$ cat config.mk
export PLATFORM = sky130hd
export DESIGN_NAME = archer_projectile_ctl_flat
export DESIGN_NICKNAME = d
export VERILOG_FILES = /design/src/rtl/vga_pkg.sv /design/src/rtl/archer_projectile_ctl_if.sv /design/src/rtl/archer_projectile_ctl.sv /design/src/flat_wrapper.sv
export SDC_FILE = /design/constraint.sdc
export NUM_CORES = 1
export LEC_CHECK = 0
export BUFFER_PORTS_ARGS = -buffer_cell sky130_fd_sc_hd__buf_2
export CELL_PAD_IN_SITES_DETAIL_PLACEMENT = 0
export CELL_PAD_IN_SITES_GLOBAL_PLACEMENT = 2
export CORE_ASPECT_RATIO = 1.2
export CORE_MARGIN = 3
export CORE_UTILIZATION = 31
export CTS_BUF_LIST = sky130_fd_sc_hd__clkbuf_16
export DETAILED_ROUTE_END_ITERATION = 8
export PLACE_DENSITY_LB_ADDON = 0.2
export RECOVER_POWER = 50
export SLEW_MARGIN = 20
export SYNTH_ARGS = -nofsm -noshare
export SYNTH_HDL_FRONTEND = slang
export SYNTH_SLANG_ARGS = --single-unit
$ cat constraint.sdc
create_clock -name clk -period 5.2 [get_ports clk]
set_clock_uncertainty 0.15 [all_clocks]
set_input_delay 0.78 -clock clk [delete_from_list [all_inputs] [get_ports clk]]
set_output_delay 0.78 -clock clk [all_outputs]
set_load 0.01 [all_outputs]
$ cat src/rtl/vga_pkg.sv
// ============================================================================
// Module      : vga_pkg
// Description : Shared video/game sizing constants.
// Revision    : 1.0 - initial release
// ============================================================================
`default_nettype none

package vga_pkg;
    localparam int PROJECTILE_COUNT = 4;
endpackage

`default_nettype wire

$ cat src/rtl/archer_projectile_ctl_if.sv
// ============================================================================
// Module      : archer_projectile_ctl_if
// Description : Game-side bus between the frame logic and the projectile ctl.
// Revision    : 1.0 - initial release
// ============================================================================
`default_nettype none

interface archer_projectile_ctl_if #(
    parameter int PROJECTILE_COUNT = vga_pkg::PROJECTILE_COUNT
);
    localparam int CNT_W = $clog2(PROJECTILE_COUNT + 1);

    logic                          frame_tick;
    logic                          fire;
    logic [11:0]                   pos_x_archer;
    logic [11:0]                   pos_y_archer;
    logic                          flip_hor_archer;
    logic [1:0]                    game_active;
    logic [1:0]                    char_class;
    logic                          alive;
    logic [11:0]                   target_x;
    logic [11:0]                   target_y;
    logic                          target_active;
    logic [PROJECTILE_COUNT*12-1:0] pos_x_proj;
    logic [PROJECTILE_COUNT*12-1:0] pos_y_proj;
    logic [PROJECTILE_COUNT-1:0]   projectile_animated;
    logic                          proj_hit;
    logic [CNT_W-1:0]              hit_cnt;

    modport master (
        output frame_tick, fire, pos_x_archer, pos_y_archer, flip_hor_archer,
               game_active, char_class, alive, target_x, target_y, target_active,
        input  pos_x_proj, pos_y_proj, projectile_animated, proj_hit, hit_cnt
    );

    modport slave (
        input  frame_tick, fire, pos_x_archer, pos_y_archer, flip_hor_archer,
               game_active, char_class, alive, target_x, target_y, target_active,
        output pos_x_proj, pos_y_proj, projectile_animated, proj_hit, hit_cnt
    );
endinterface

`default_nettype wire

$ cat src/rtl/archer_projectile_ctl.sv
// ============================================================================
// Module      : archer_projectile_ctl
// Description : Archer arrow slots: spawn with cooldown, per-frame flight,
//               screen-edge retirement and target hit detection.
// Revision    : 1.0 - initial release
// ============================================================================
`default_nettype none

module archer_projectile_ctl #(
    parameter int PROJECTILE_COUNT = vga_pkg::PROJECTILE_COUNT,
    parameter int PROJ_SPEED       = 6,
    parameter int COOLDOWN_FRAMES  = 20,
    parameter int SCREEN_W         = 1024,
    parameter int TGT_HALF_W       = 32,
    parameter int TGT_HALF_H       = 48
) (
    input  wire logic               clk,
    input  wire logic               rst,
    archer_projectile_ctl_if.slave  bus
);

    localparam int          N           = PROJECTILE_COUNT;
    localparam int          CNT_W       = $clog2(N + 1);
    localparam int          CD_W        = (COOLDOWN_FRAMES > 0) ? $clog2(COOLDOWN_FRAMES + 1) : 1;
    localparam logic [11:0] LEFT_LIMIT  = 12'(PROJ_SPEED + 4);
    localparam logic [12:0] RIGHT_LIMIT = 13'(SCREEN_W - 4);
    localparam logic [11:0] STEP        = 12'(PROJ_SPEED);
    localparam logic [12:0] STEP13      = 13'(PROJ_SPEED);
    localparam logic [11:0] HALF_W      = 12'(TGT_HALF_W);
    localparam logic [11:0] HALF_H      = 12'(TGT_HALF_H);

    logic [N-1:0]      active_q, active_d;
    logic [N-1:0]      dir_q, dir_d;
    logic [N*12-1:0]   x_q, x_d;
    logic [N*12-1:0]   y_q, y_d;
    logic [CD_W-1:0]   cd_q, cd_d;
    logic              hit_q, hit_d;
    logic [CNT_W-1:0]  cnt_q, cnt_d;

    logic              enabled;
    logic              free_found;
    logic [N-1:0]      spawn_sel;
    logic [11:0]       px, py, dx, dy;

    assign enabled = (bus.game_active != 2'd0) && (bus.char_class == 2'd2) && bus.alive;

    always_comb begin
        active_d   = active_q;
        dir_d      = dir_q;
        x_d        = x_q;
        y_d        = y_q;
        cd_d       = cd_q;
        hit_d      = 1'b0;
        cnt_d      = '0;
        spawn_sel  = '0;
        free_found = 1'b0;
        px         = '0;
        py         = '0;
        dx         = '0;
        dy         = '0;

        // Free slot is chosen from the pre-tick state so slots retired this tick stay empty.
        for (int i = 0; i < N; i++) begin
            if (!active_q[i] && !free_found) begin
                spawn_sel[i] = 1'b1;
                free_found   = 1'b1;
            end
        end

        if (!enabled) begin
            active_d = '0;
            cd_d     = '0;
        end else if (bus.frame_tick) begin
            for (int i = 0; i < N; i++) begin
                if (active_q[i]) begin
                    px = x_q[i*12 +: 12];
                    py = y_q[i*12 +: 12];
                    dx = (px >= bus.target_x) ? (px - bus.target_x) : (bus.target_x - px);
                    dy = (py >= bus.target_y) ? (py - bus.target_y) : (bus.target_y - py);
                    if (bus.target_active && (dx < HALF_W) && (dy < HALF_H)) begin
                        active_d[i] = 1'b0;
                        cnt_d       = cnt_d + CNT_W'(1);
                    end else if (dir_q[i]) begin
                        if (px < LEFT_LIMIT) begin
                            active_d[i] = 1'b0;
                        end else begin
                            x_d[i*12 +: 12] = px - STEP;
                        end
                    end else begin
                        if (({1'b0, px} + STEP13) > RIGHT_LIMIT) begin
                            active_d[i] = 1'b0;
                        end else begin
                            x_d[i*12 +: 12] = px + STEP;
                        end
                    end
                end
            end

            if (bus.fire && (cd_q == '0) && free_found) begin
                for (int i = 0; i < N; i++) begin
                    if (spawn_sel[i]) begin
                        active_d[i]     = 1'b1;
                        dir_d[i]        = bus.flip_hor_archer;
                        x_d[i*12 +: 12] = bus.pos_x_archer;
                        y_d[i*12 +: 12] = bus.pos_y_archer;
                    end
                end
                cd_d = CD_W'(COOLDOWN_FRAMES);
            end else if (cd_q != '0) begin
                cd_d = cd_q - CD_W'(1);
            end

            hit_d = (cnt_d != '0);
        end
    end

    always_ff @(posedge clk) begin
        if (rst) begin
            active_q <= '0;
            dir_q    <= '0;
            x_q      <= '0;
            y_q      <= '0;
            cd_q     <= '0;
            hit_q    <= 1'b0;
            cnt_q    <= '0;
        end else begin
            active_q <= active_d;
            dir_q    <= dir_d;
            x_q      <= x_d;
            y_q      <= y_d;
            cd_q     <= cd_d;
            hit_q    <= hit_d;
            cnt_q    <= cnt_d;
        end
    end

    assign bus.pos_x_proj          = x_q;
    assign bus.pos_y_proj          = y_q;
    assign bus.projectile_animated = active_q;
    assign bus.proj_hit            = hit_q;
    assign bus.hit_cnt             = cnt_q;

endmodule

`default_nettype wire
$ cat src/flat_wrapper.sv
// flat-port wrapper written by rule: the top's interface ports become plain ports
module archer_projectile_ctl_flat 
#(
    parameter int PROJECTILE_COUNT = vga_pkg::PROJECTILE_COUNT,
    parameter int PROJ_SPEED       = 6,
    parameter int COOLDOWN_FRAMES  = 20,
    parameter int SCREEN_W         = 1024,
    parameter int TGT_HALF_W       = 32,
    parameter int TGT_HALF_H       = 48
)
  (clk, rst, bus_frame_tick, bus_fire, bus_pos_x_archer, bus_pos_y_archer, bus_flip_hor_archer, bus_game_active, bus_char_class, bus_alive, bus_target_x, bus_target_y, bus_target_active, bus_pos_x_proj, bus_pos_y_proj, bus_projectile_animated, bus_proj_hit, bus_hit_cnt);
  archer_projectile_ctl_if #(.PROJECTILE_COUNT(PROJECTILE_COUNT)) bus_i ();
  input  wire logic clk;
  input  wire logic rst;
  input wire logic [$bits(bus_i.frame_tick)-1:0] bus_frame_tick;
  input wire logic [$bits(bus_i.fire)-1:0] bus_fire;
  input wire logic [$bits(bus_i.pos_x_archer)-1:0] bus_pos_x_archer;
  input wire logic [$bits(bus_i.pos_y_archer)-1:0] bus_pos_y_archer;
  input wire logic [$bits(bus_i.flip_hor_archer)-1:0] bus_flip_hor_archer;
  input wire logic [$bits(bus_i.game_active)-1:0] bus_game_active;
  input wire logic [$bits(bus_i.char_class)-1:0] bus_char_class;
  input wire logic [$bits(bus_i.alive)-1:0] bus_alive;
  input wire logic [$bits(bus_i.target_x)-1:0] bus_target_x;
  input wire logic [$bits(bus_i.target_y)-1:0] bus_target_y;
  input wire logic [$bits(bus_i.target_active)-1:0] bus_target_active;
  output wire logic [$bits(bus_i.pos_x_proj)-1:0] bus_pos_x_proj;
  output wire logic [$bits(bus_i.pos_y_proj)-1:0] bus_pos_y_proj;
  output wire logic [$bits(bus_i.projectile_animated)-1:0] bus_projectile_animated;
  output wire logic [$bits(bus_i.proj_hit)-1:0] bus_proj_hit;
  output wire logic [$bits(bus_i.hit_cnt)-1:0] bus_hit_cnt;
  assign bus_i.frame_tick = bus_frame_tick;
  assign bus_i.fire = bus_fire;
  assign bus_i.pos_x_archer = bus_pos_x_archer;
  assign bus_i.pos_y_archer = bus_pos_y_archer;
  assign bus_i.flip_hor_archer = bus_flip_hor_archer;
  assign bus_i.game_active = bus_game_active;
  assign bus_i.char_class = bus_char_class;
  assign bus_i.alive = bus_alive;
  assign bus_i.target_x = bus_target_x;
  assign bus_i.target_y = bus_target_y;
  assign bus_i.target_active = bus_target_active;
  assign bus_pos_x_proj = bus_i.pos_x_proj;
  assign bus_pos_y_proj = bus_i.pos_y_proj;
  assign bus_projectile_animated = bus_i.projectile_animated;
  assign bus_proj_hit = bus_i.proj_hit;
  assign bus_hit_cnt = bus_i.hit_cnt;
  archer_projectile_ctl #(.PROJECTILE_COUNT(PROJECTILE_COUNT), .PROJ_SPEED(PROJ_SPEED), .COOLDOWN_FRAMES(COOLDOWN_FRAMES), .SCREEN_W(SCREEN_W), .TGT_HALF_W(TGT_HALF_W), .TGT_HALF_H(TGT_HALF_H)) u_core (.clk(clk), .rst(rst), .bus(bus_i));
endmodule
==> parameters.txt, run 1 <==
Parameter                              Value

Job
  Number of max-cap violations ... 0

Routing
  Mean number of vias per cell ... 5.605
  Final wirelength ... 64590 µm
  Number of DRC markers after the initial detailed-route iteration ... 1275
  Routed via count ... 16130
  Number of detailed-routing iterations run before antenna repair ... 6
  Final routed wire length divided by cell count ... 22.45 µm
  Remaining routing DRC violations ... 0
  Remaining antenna violation count ... 0

Clocking
  Setup bufs post-CTS ... 0
  Maximum buffer depth of the clock tree ... 2
  Clock Root Buffer ... sky130_fd_sc_hd__clkbuf_16
  Num Clock Sinks ... between 100 and 150
  Total CTS buffers ... 17
  H-tree lvl count ... 4
  Clock tree from TritonCTS ... yes
  Clock insertion delay at the later pin of the skew report ... 0.46 ns
  Clock transition at the register clock pins on the worst setup and hold paths after CTS ... 0.06 ns

Synthesis
  Top cells by count, synth ... sky130_fd_sc_hd__nand2_1 (224), sky130_fd_sc_hd__ha_1 (195), sky130_fd_sc_hd__a21oi_1 (190), sky130_fd_sc_hd__inv_1 (149), sky130_fd_sc_hd__dfxtp_1 (113)
  Adder-cell share of the synthesized area ... 0.1726
  Flops & latches, synth ... 113
  Post-Synth XOR/XNOR Area ... 0.04647
  Share of synthesized cell area in and, or, nand and nor gates ... 0.2348
  Total number of yosys warnings ... 0
  Synth area leader ... sky130_fd_sc_hd__ha_1
  Most used DFF post-synth ... sky130_fd_sc_hd__dfxtp_1
  Area fraction in compound gates after synthesis ... 0.2899
  Cell with the most instances after synthesis ... sky130_fd_sc_hd__nand2_1
  Cells after Synth ... 1940
  Post-synth net total ... roughly 2200
  Mux contribution to synthesized area ... 0.03355
  Share of the yosys chip area belonging to registers ... 0.1600
  EDFF count, synth ... 0
  Synth cell types ... 100
  Main combinational cell family by area after synthesis ... compound AO/OA/AOI/OAI gates
  Mapped Area ... between 10000 and 15000 µm²
  FFs w/ async S/R, synth ... 0
  Yosys top cell area share ... 0.1726
  Ranking of synthesized cells by area ... sky130_fd_sc_hd__ha_1 (17%), sky130_fd_sc_hd__dfxtp_1 (16%), sky130_fd_sc_hd__a21oi_1 (6.7%)
  Synthesized area divided by synthesized cell count ... around 7.3 µm²

Global route
  GRT overflow ... 0
  First-pass GRT wire length ... 97150 µm
  Number of global-route vias before repair ... 15670
  Largest net degree at the start of global routing ... 50
  Antenna violations before repair ... 3
  Total Routing Usage GR ... 0.2618

Critical path
  Category of the critical setup timing path ... flip-flop to flip-flop
  Required time of the worst setup path ... 5.35 ns
  Largest driver fanout on the critical path ... 8
  Cells along the critical path ... clkbuf_1 > ha_1 > a21oi_1 > buf_4 > a311oi_2 > buf_4 > nor4_1 > or3_1 > a22oi_1 > nand4_1 > nor4_2 > buf_4 > and2_1 > ha_1 > nand2_1 > o31ai_4 > ha_1 > and3_1 > nand3_1 > o21a_1 > o21ai_1 > a21oi_1
  Crit end category ... flip-flop
  Slowest cell on crit path ... sky130_fd_sc_hd__a311oi_2
  CP startpoint kind ... flip-flop
  CP max stage delay ... 0.44 ns
  Arrival time of data at the critical path endpoint ... 5.01 ns

Hold path
  Kind of path behind the tightest hold check ... flip-flop to flip-flop

Placed design
  Number of input and output port buffers inserted ... 162
  Cell count after placement ... approximately 2800
  Placed inst area ... 16990 µm²
  Placer's final routability congestion estimate ... 0.9135
  Hpwl dp ... between 50000 and 60000 µm

Timing
  Worst slew margin ... 0.3095
  Count of pins over their slew limit ... 0
  Tcrit/Tclk final ... 0.9362
  Count of endpoints failing hold in the final timing report ... 0
  Unrepaired setup endpoints after global routing ... no
  F_max ... 0.2054 GHz
  Final hold slack ... between 0.3 and 0.4 ns
  Final setup violation count ... 0
  Post-route minimum period ... 4.868 ns
  Least-Margin Pin Slew ... approximately 1.0 ns

Layout
  Layout Utilization ... 0.3849
  Layout cell share with drive strength beyond 1 ... 0.1549
  Final non-filler cell area ... ~17000 µm²
  Post-layout instance count excluding filler cells ... 2877
  Net total in the final layout ... 2507
  Area added between synthesis and finish ... 22.50%
  Number of fill cells in the layout ... 4902

Floorplanning
  Number of primary I/O pins ... 163
  Horizontal die dimension ... 200.9 µm
  Die area ... slightly below 50000 µm²
  Std-Cell Core Area ... 44990 µm²
  Effective utilization at floorplan ... 0.3142
  Std cell rows ... 85
  Vert. Die Dim ... 239.9 µm

Power and ir drop
  Maximum resistive drop on vdd ... about 0.23 mV
  Clock network fraction of design power ... 0.383
  Leakage ... 0.007143 µW
  Design internal power ... 1851 µW
  Share of power burned in registers ... 0.311
  Total power density per cell area ... 164.5 nW/µm²
  Combinational power share ... 0.306
  Switch share ... 0.3501
  Switch Pwr ... 997.0 µW

Status
  Result of the run ... finished, final reports clean
[metrics by stage]
| stage | setup WS [ns] | setup TNS [ns] | total power, µW |
|---|---|---|---|
| 2_1_floorplan | 0.1026 | 0 | 1403 |
| 3_3_place_gp | -0.1245 | -0.1653 | 1774 |
| 3_5_place_dp | -0.1405 | -0.2451 | 1777 |
| 4_1_cts | 0.2805 | 0 | 2879 |
| 5_1_grt | 0.003459 | 0 | 2985 |
| 6_report | 0.3319 | 0 | 2848 |
[critical path, delay by kind of cell, from the launching register on]
family	cells	cell delay [ns]
flops	1	0.32
fa+ha+maj	3	0.80
buf+inv	4	0.93
compound gates	7	1.16
simple gates	8	1.36
[path summary, 6_finish.rpt]
kind / from / endpoint / slack [ns] / depth (start not counted)
hold / removal: u_core.cd_q[4]$_SDFFE_PP0P_ / u_core.cd_q[4]$_SDFFE_PP0P_ / 0.32 / 2
setup / recovery: u_core.bus.pos_x_proj[3]$_SDFFE_PP0P_ / u_core.bus.hit_cnt[2]$_SDFF_PP0_ / 0.33 / 22
setup reg to reg: u_core.bus.pos_x_proj[3]$_SDFFE_PP0P_ / u_core.bus.hit_cnt[2]$_SDFF_PP0_ / 0.33 / 22
hold reg to reg: u_core.cd_q[4]$_SDFFE_PP0P_ / u_core.cd_q[4]$_SDFFE_PP0P_ / 0.32 / 2
[power groups by stage]
stage	combinational (µW)	sequential, µW	clock (µW)
6_report	872	885	1090
5_1_grt	957	886	1140
4_1_cts	877	885	1120
3_5_place_dp	873	904	0
3_3_place_gp	870	904	0
2_1_floorplan	487	916	0
[routing by layer]
layer / vias to the layer above / share of wire / global-route usage
li1: 7752 / - / -
met5: - / 0.00020 / 0
met4: 2 / 0.044 / 0.1071
met3: 130 / 0.060 / 0.04455
met2: 633 / 0.47 / 0.4520
met1: 7608 / 0.42 / 0.3241
[logic make-up (layout without fill, tap and decap cells)]
logic type               count (synthesis)  count (layout)
adder cells (fa/ha/maj)                195             195
buffers and inverters                  230             556
AND/OR/NAND/NOR                        664             664
flip-flops                             113             113
XOR/XNOR                                75              75
AO/OA/AOI/OAI                          617             617
other                                    0               2
multiplexers                            46              46
[flip-flops by register name (all words and copies together) (netlist names)]
| name | count |
|---|---|
| u_core.bus.hit_cnt | 3 |
| u_core.bus.pos_x_proj | 48 |
| u_core.bus.pos_y_proj | 48 |
| u_core.bus.proj_hit | 1 |
| u_core.bus.projectile_animated | 4 |
| u_core.cd_q | 5 |
| u_core.dir_q | 4 |
[cells in the final DEF, fill, tap and decap left out, types with 32 or more instances in the layout]
master and n:
sky130_fd_sc_hd__ha_1 195, sky130_fd_sc_hd__buf_4 175, sky130_fd_sc_hd__a31oi_1 32, sky130_fd_sc_hd__clkbuf_1 102, sky130_fd_sc_hd__mux2i_1 35, sky130_fd_sc_hd__nand2_1 224
sky130_fd_sc_hd__a21o_1 37, sky130_fd_sc_hd__nor3_1 60, sky130_fd_sc_hd__nor2_1 112, sky130_fd_sc_hd__a21oi_1 190, sky130_fd_sc_hd__o21ai_0 93, sky130_fd_sc_hd__xnor2_1 58
sky130_fd_sc_hd__dfxtp_1 113, sky130_fd_sc_hd__nand3_1 48, sky130_fd_sc_hd__buf_2 95, sky130_fd_sc_hd__inv_1 155
[area by class of cell]
cell class / count / area (µm²) / share of cell area
inverter: 151 / 566.8 / 0.03273
sequential: 113 / 2262 / 0.1306
multi-input combinational: 1597 / 11010 / 0.6360
clock inverter: 15 / 88.84 / 0.005130
timing repair buffer: 373 / 2192 / 0.1266
clock buffer: 17 / 425.4 / 0.02457
antenna: 2 / 5.005 / 0.0002890
tap: 609 / 762.0 / 0.04401
[what timing repair did]
| item | CTS | global route |
|---|---|---|
| setup endpoints to repair | 0 | 2 |
| hold buffers | 0 | 0 |
| resized for setup | 0 | 4 |
Power figures use the tool's default switching activity.
==> run 2, diff against run 1 <==
--- a/config.mk
+++ b/config.mk
@@ -5,17 +5,17 @@
 export SDC_FILE = /design/constraint.sdc
 export NUM_CORES = 1
 export LEC_CHECK = 0
+export ABC_AREA = 1
 export BUFFER_PORTS_ARGS = -buffer_cell sky130_fd_sc_hd__buf_2
 export CELL_PAD_IN_SITES_DETAIL_PLACEMENT = 0
 export CELL_PAD_IN_SITES_GLOBAL_PLACEMENT = 2
 export CORE_ASPECT_RATIO = 1.2
 export CORE_MARGIN = 3
-export CORE_UTILIZATION = 31
+export CORE_UTILIZATION = 29
 export CTS_BUF_LIST = sky130_fd_sc_hd__clkbuf_16
 export DETAILED_ROUTE_END_ITERATION = 8
 export PLACE_DENSITY_LB_ADDON = 0.2
 export RECOVER_POWER = 50
-export SLEW_MARGIN = 20
 export SYNTH_ARGS = -nofsm -noshare
 export SYNTH_HDL_FRONTEND = slang
 export SYNTH_SLANG_ARGS = --single-unit
==> run 2 against run 1 <==
Critical endpoint is now u_core.bus.proj_hit$_SDFF_PP0_. Synthesized area is 30% higher. Non-clock buffer count is 150 lower. Global-route usage is 1.2 points lower. Flip-flop and latch count stayed put. Register-to-register slack better by 0.36 ns. Total power is 3.7% higher. Critical path type unchanged. The run now ends with max-capacitance violations left. Sequential power is 1% lower.
==> parameters.txt, run 2 <==
Parameter                              Value

Status
  Result of the run ... finished, violations left
  Failing checks ... max-capacitance violations

Critical path
  Crit end category ... flip-flop
  Arrival time of data at the critical path endpoint ... 4.72 ns
  Required time of the worst setup path ... 5.41 ns
  Largest driver fanout on the critical path ... 13
  Category of the critical setup timing path ... flip-flop to flip-flop
  CP startpoint kind ... flip-flop

Clocking
  Total CTS buffers ... 17
  Clock tree from TritonCTS ... yes
  Num Clock Sinks ... 113
  Setup bufs post-CTS ... 0
  Clock insertion delay at the later pin of the skew report ... 0.49 ns
  Maximum buffer depth of the clock tree ... 2
  Number of gates resized after cts ... 0
  Quantity of hold-fixing buffers added after cts ... 0
  Clock transition at the register clock pins on the worst setup and hold paths after CTS ... 0.06 ns
  Clock Root Buffer ... sky130_fd_sc_hd__clkbuf_16
  H-tree lvl count ... 4

Floorplanning
  Std cell rows ... 100
  Vert. Die Dim ... approximately 280 µm
  Number of primary I/O pins ... 163
  Effective utilization at floorplan ... 0.2944
  Die area ... roughly 66000 µm²
  Horizontal die dimension ... 235.8 µm
  Std-Cell Core Area ... roughly 62000 µm²

Synthesis
  Yosys top cell area share ... 0.2350
  Top cells by count, synth ... sky130_fd_sc_hd__nand2_1 (1151), sky130_fd_sc_hd__inv_1 (510), sky130_fd_sc_hd__nand3_1 (272), sky130_fd_sc_hd__nor2_1 (262), sky130_fd_sc_hd__a21oi_1 (226)
  EDFF count, synth ... 0
  Flops & latches, synth ... roughly 110
  Cell with the most instances after synthesis ... sky130_fd_sc_hd__nand2_1
  Total number of yosys warnings ... 0
  Synth area leader ... sky130_fd_sc_hd__nand2_1
  Share of the yosys chip area belonging to registers ... 0.1231
  Post-synth net total ... 3586
  Synth cell types ... 57
  Ranking of synthesized cells by area ... sky130_fd_sc_hd__nand2_1 (24%), sky130_fd_sc_hd__ha_1 (13%), sky130_fd_sc_hd__dfxtp_1 (12%)
  Cells after Synth ... 3332
  FFs w/ async S/R, synth ... 0
  Synthesized area divided by synthesized cell count ... roughly 5.5 µm²
  Most used DFF post-synth ... sky130_fd_sc_hd__dfxtp_1
  Mapped Area ... 18380 µm²

Placed design
  Cell count after placement ... roughly 4300
  Placer's final routability congestion estimate ... slightly above 0.9
  Hpwl dp ... 70560 µm
  Setup slack after placement ... 0.3426 ns
  Number of input and output port buffers inserted ... 162

Timing
  Worst slew margin ... 0.004819
  F_max ... 0.2218 GHz
  Setup slack after layout ... 0.6905 ns
  Tcrit/Tclk final ... 0.8672
  Unrepaired setup endpoints after global routing ... no
  Count of pins over their slew limit ... 0
  Post-route minimum period ... 4.510 ns
  Final hold slack ... 0.3126 ns
  Least-Margin Pin Slew ... approximately 1.5 ns
  Final setup violation count ... 0
  Final TNS setup ... 0 ns
  Count of endpoints failing hold in the final timing report ... 0

Routing
  Number of detailed-routing iterations run before antenna repair ... 8
  Remaining routing DRC violations ... 0
  Number of DRC markers after the initial detailed-route iteration ... approximately 1500
  Remaining antenna violation count ... 0
  Final wirelength ... 85320 µm
  Routed via count ... 21590
  Mean number of vias per cell ... 5.004
  Final routed wire length divided by cell count ... 19.78 µm

Job
  Number of max-cap violations ... 1

Global route
  Antenna violations before repair ... 1
  Total Routing Usage GR ... 0.2497
  GRT overflow ... 0
  First-pass GRT wire length ... 127500 µm
  Number of global-route vias before repair ... 20920
  Largest net degree at the start of global routing ... 60

Layout
  Commonest non-fill, non-tap cells in the layout ... sky130_fd_sc_hd__nand2_1 (1151), sky130_fd_sc_hd__inv_1 (512), sky130_fd_sc_hd__nand3_1 (272), sky130_fd_sc_hd__nor2_1 (260), sky130_fd_sc_hd__a21oi_1 (226)
  Most common cell after layout, fill and taps aside ... sky130_fd_sc_hd__nand2_1
  Layout cell share with drive strength beyond 1 ... 0.06747
  Antenna diode count ... 0
  Area added between synthesis and finish ... 12.14%
  Post-layout instance count excluding filler cells ... between 4000 and 5000
  Net total in the final layout ... 3739
  Number of fill cells in the layout ... 7244

Power and ir drop
  Leakage ... 0.01080 µW
  Total power density per cell area ... 143.2 nW/µm²
  Final Power ... 2952 µW
  Maximum resistive drop on vdd ... 0.2464 mV

Hold path
  Kind of path behind the tightest hold check ... flip-flop to flip-flop
## run 2: cell type report
cell class | count | area [µm²] | share of cell area
Inverter | 528 | 1984 | 0.09627
Clock inverter | 15 | 168.9 | 0.008195
Tap cell | 816 | 1021 | 0.04953
Timing Repair Buffer | 223 | 1049 | 0.05087
Clock buffer | 17 | 425.4 | 0.02064
Sequential cell | 113 | 2262 | 0.1097
Multi-Input combinational cell | 2602 | 13700 | 0.6647
## run 2: path summary, 6_finish.rpt
kind                                                             from                              to  slack, ns  depth (start not counted)
worst max-delay path            u_core.bus.pos_x_proj[6]$_SDFFE_PP0P_  u_core.bus.proj_hit$_SDFF_PP0_       0.69                         24
worst min-delay path                      u_core.cd_q[1]$_SDFFE_PP0P_     u_core.cd_q[1]$_SDFFE_PP0P_       0.31                          2
worst max register to register  u_core.bus.pos_x_proj[6]$_SDFFE_PP0P_  u_core.bus.proj_hit$_SDFF_PP0_       0.69                         24
worst min register to register            u_core.cd_q[1]$_SDFFE_PP0P_     u_core.cd_q[1]$_SDFFE_PP0P_       0.31                          2
## run 2: cell families (layout without fill, tap and decap cells)
kind of cell             after synthesis  count (layout)  share of synthesized area
AND/OR/NAND/NOR                     1844            1844                     0.4205
buffers and inverters                617             783                     0.1321
AO/OA/AOI/OAI                        493             493                     0.1582
adder cells (fa/ha/maj)              195             195                     0.1327
flip-flops                           113             113                     0.1231
XOR/XNOR                              70              70                    0.03335
## run 2: where the power goes
part,internal (µW),switching (µW),total [µW]
Combinational,248,583,831
Clock,745,502,1250
Sequential,870,4.84,874
## run 2: per-layer routing
metal,GRT usage,routed length (µm),vias up
met5,0,13,-
met4,0.1000,3549,2
met3,0.03189,3096,128
met2,0.4612,42390,522
met1,0.2913,36270,9991
li1,-,-,10950
## run 2: stage by stage
step | cell area, µm² | utilization
final | 20610 | 0.3301
after global routing | 20610 | 0.3301
after CTS | 20840 | 0.3337
after detailed placement | 20240 | 0.3242
after global placement | 20240 | 0.3242
after floorplan | 18380 | -
## run 2: worst max-delay path: stages (launching register included)
cell                        delay, ns
sky130_fd_sc_hd__dfxtp_1         0.56
sky130_fd_sc_hd__inv_2           0.20
sky130_fd_sc_hd__ha_1            0.45
sky130_fd_sc_hd__nand2_2         0.16
sky130_fd_sc_hd__inv_1           0.05
sky130_fd_sc_hd__nand2_1         0.06
sky130_fd_sc_hd__nand2_1         0.07
sky130_fd_sc_hd__a21oi_1         0.17
sky130_fd_sc_hd__nand2_2         0.19
sky130_fd_sc_hd__inv_2           0.18
sky130_fd_sc_hd__nand2_1         0.07
sky130_fd_sc_hd__nand2_1         0.10
sky130_fd_sc_hd__o22ai_1         0.08
sky130_fd_sc_hd__a2111oi_0       0.37
sky130_fd_sc_hd__nand4_1         0.14
sky130_fd_sc_hd__nor2_1          0.12
sky130_fd_sc_hd__ha_1            0.24
sky130_fd_sc_hd__nand2_1         0.09
sky130_fd_sc_hd__nand2_1         0.10
sky130_fd_sc_hd__ha_1            0.28
sky130_fd_sc_hd__nand4_1         0.09
sky130_fd_sc_hd__nand2_1         0.17
sky130_fd_sc_hd__nand3_2         0.10
sky130_fd_sc_hd__nand3_1         0.11
sky130_fd_sc_hd__nand3_1         0.09
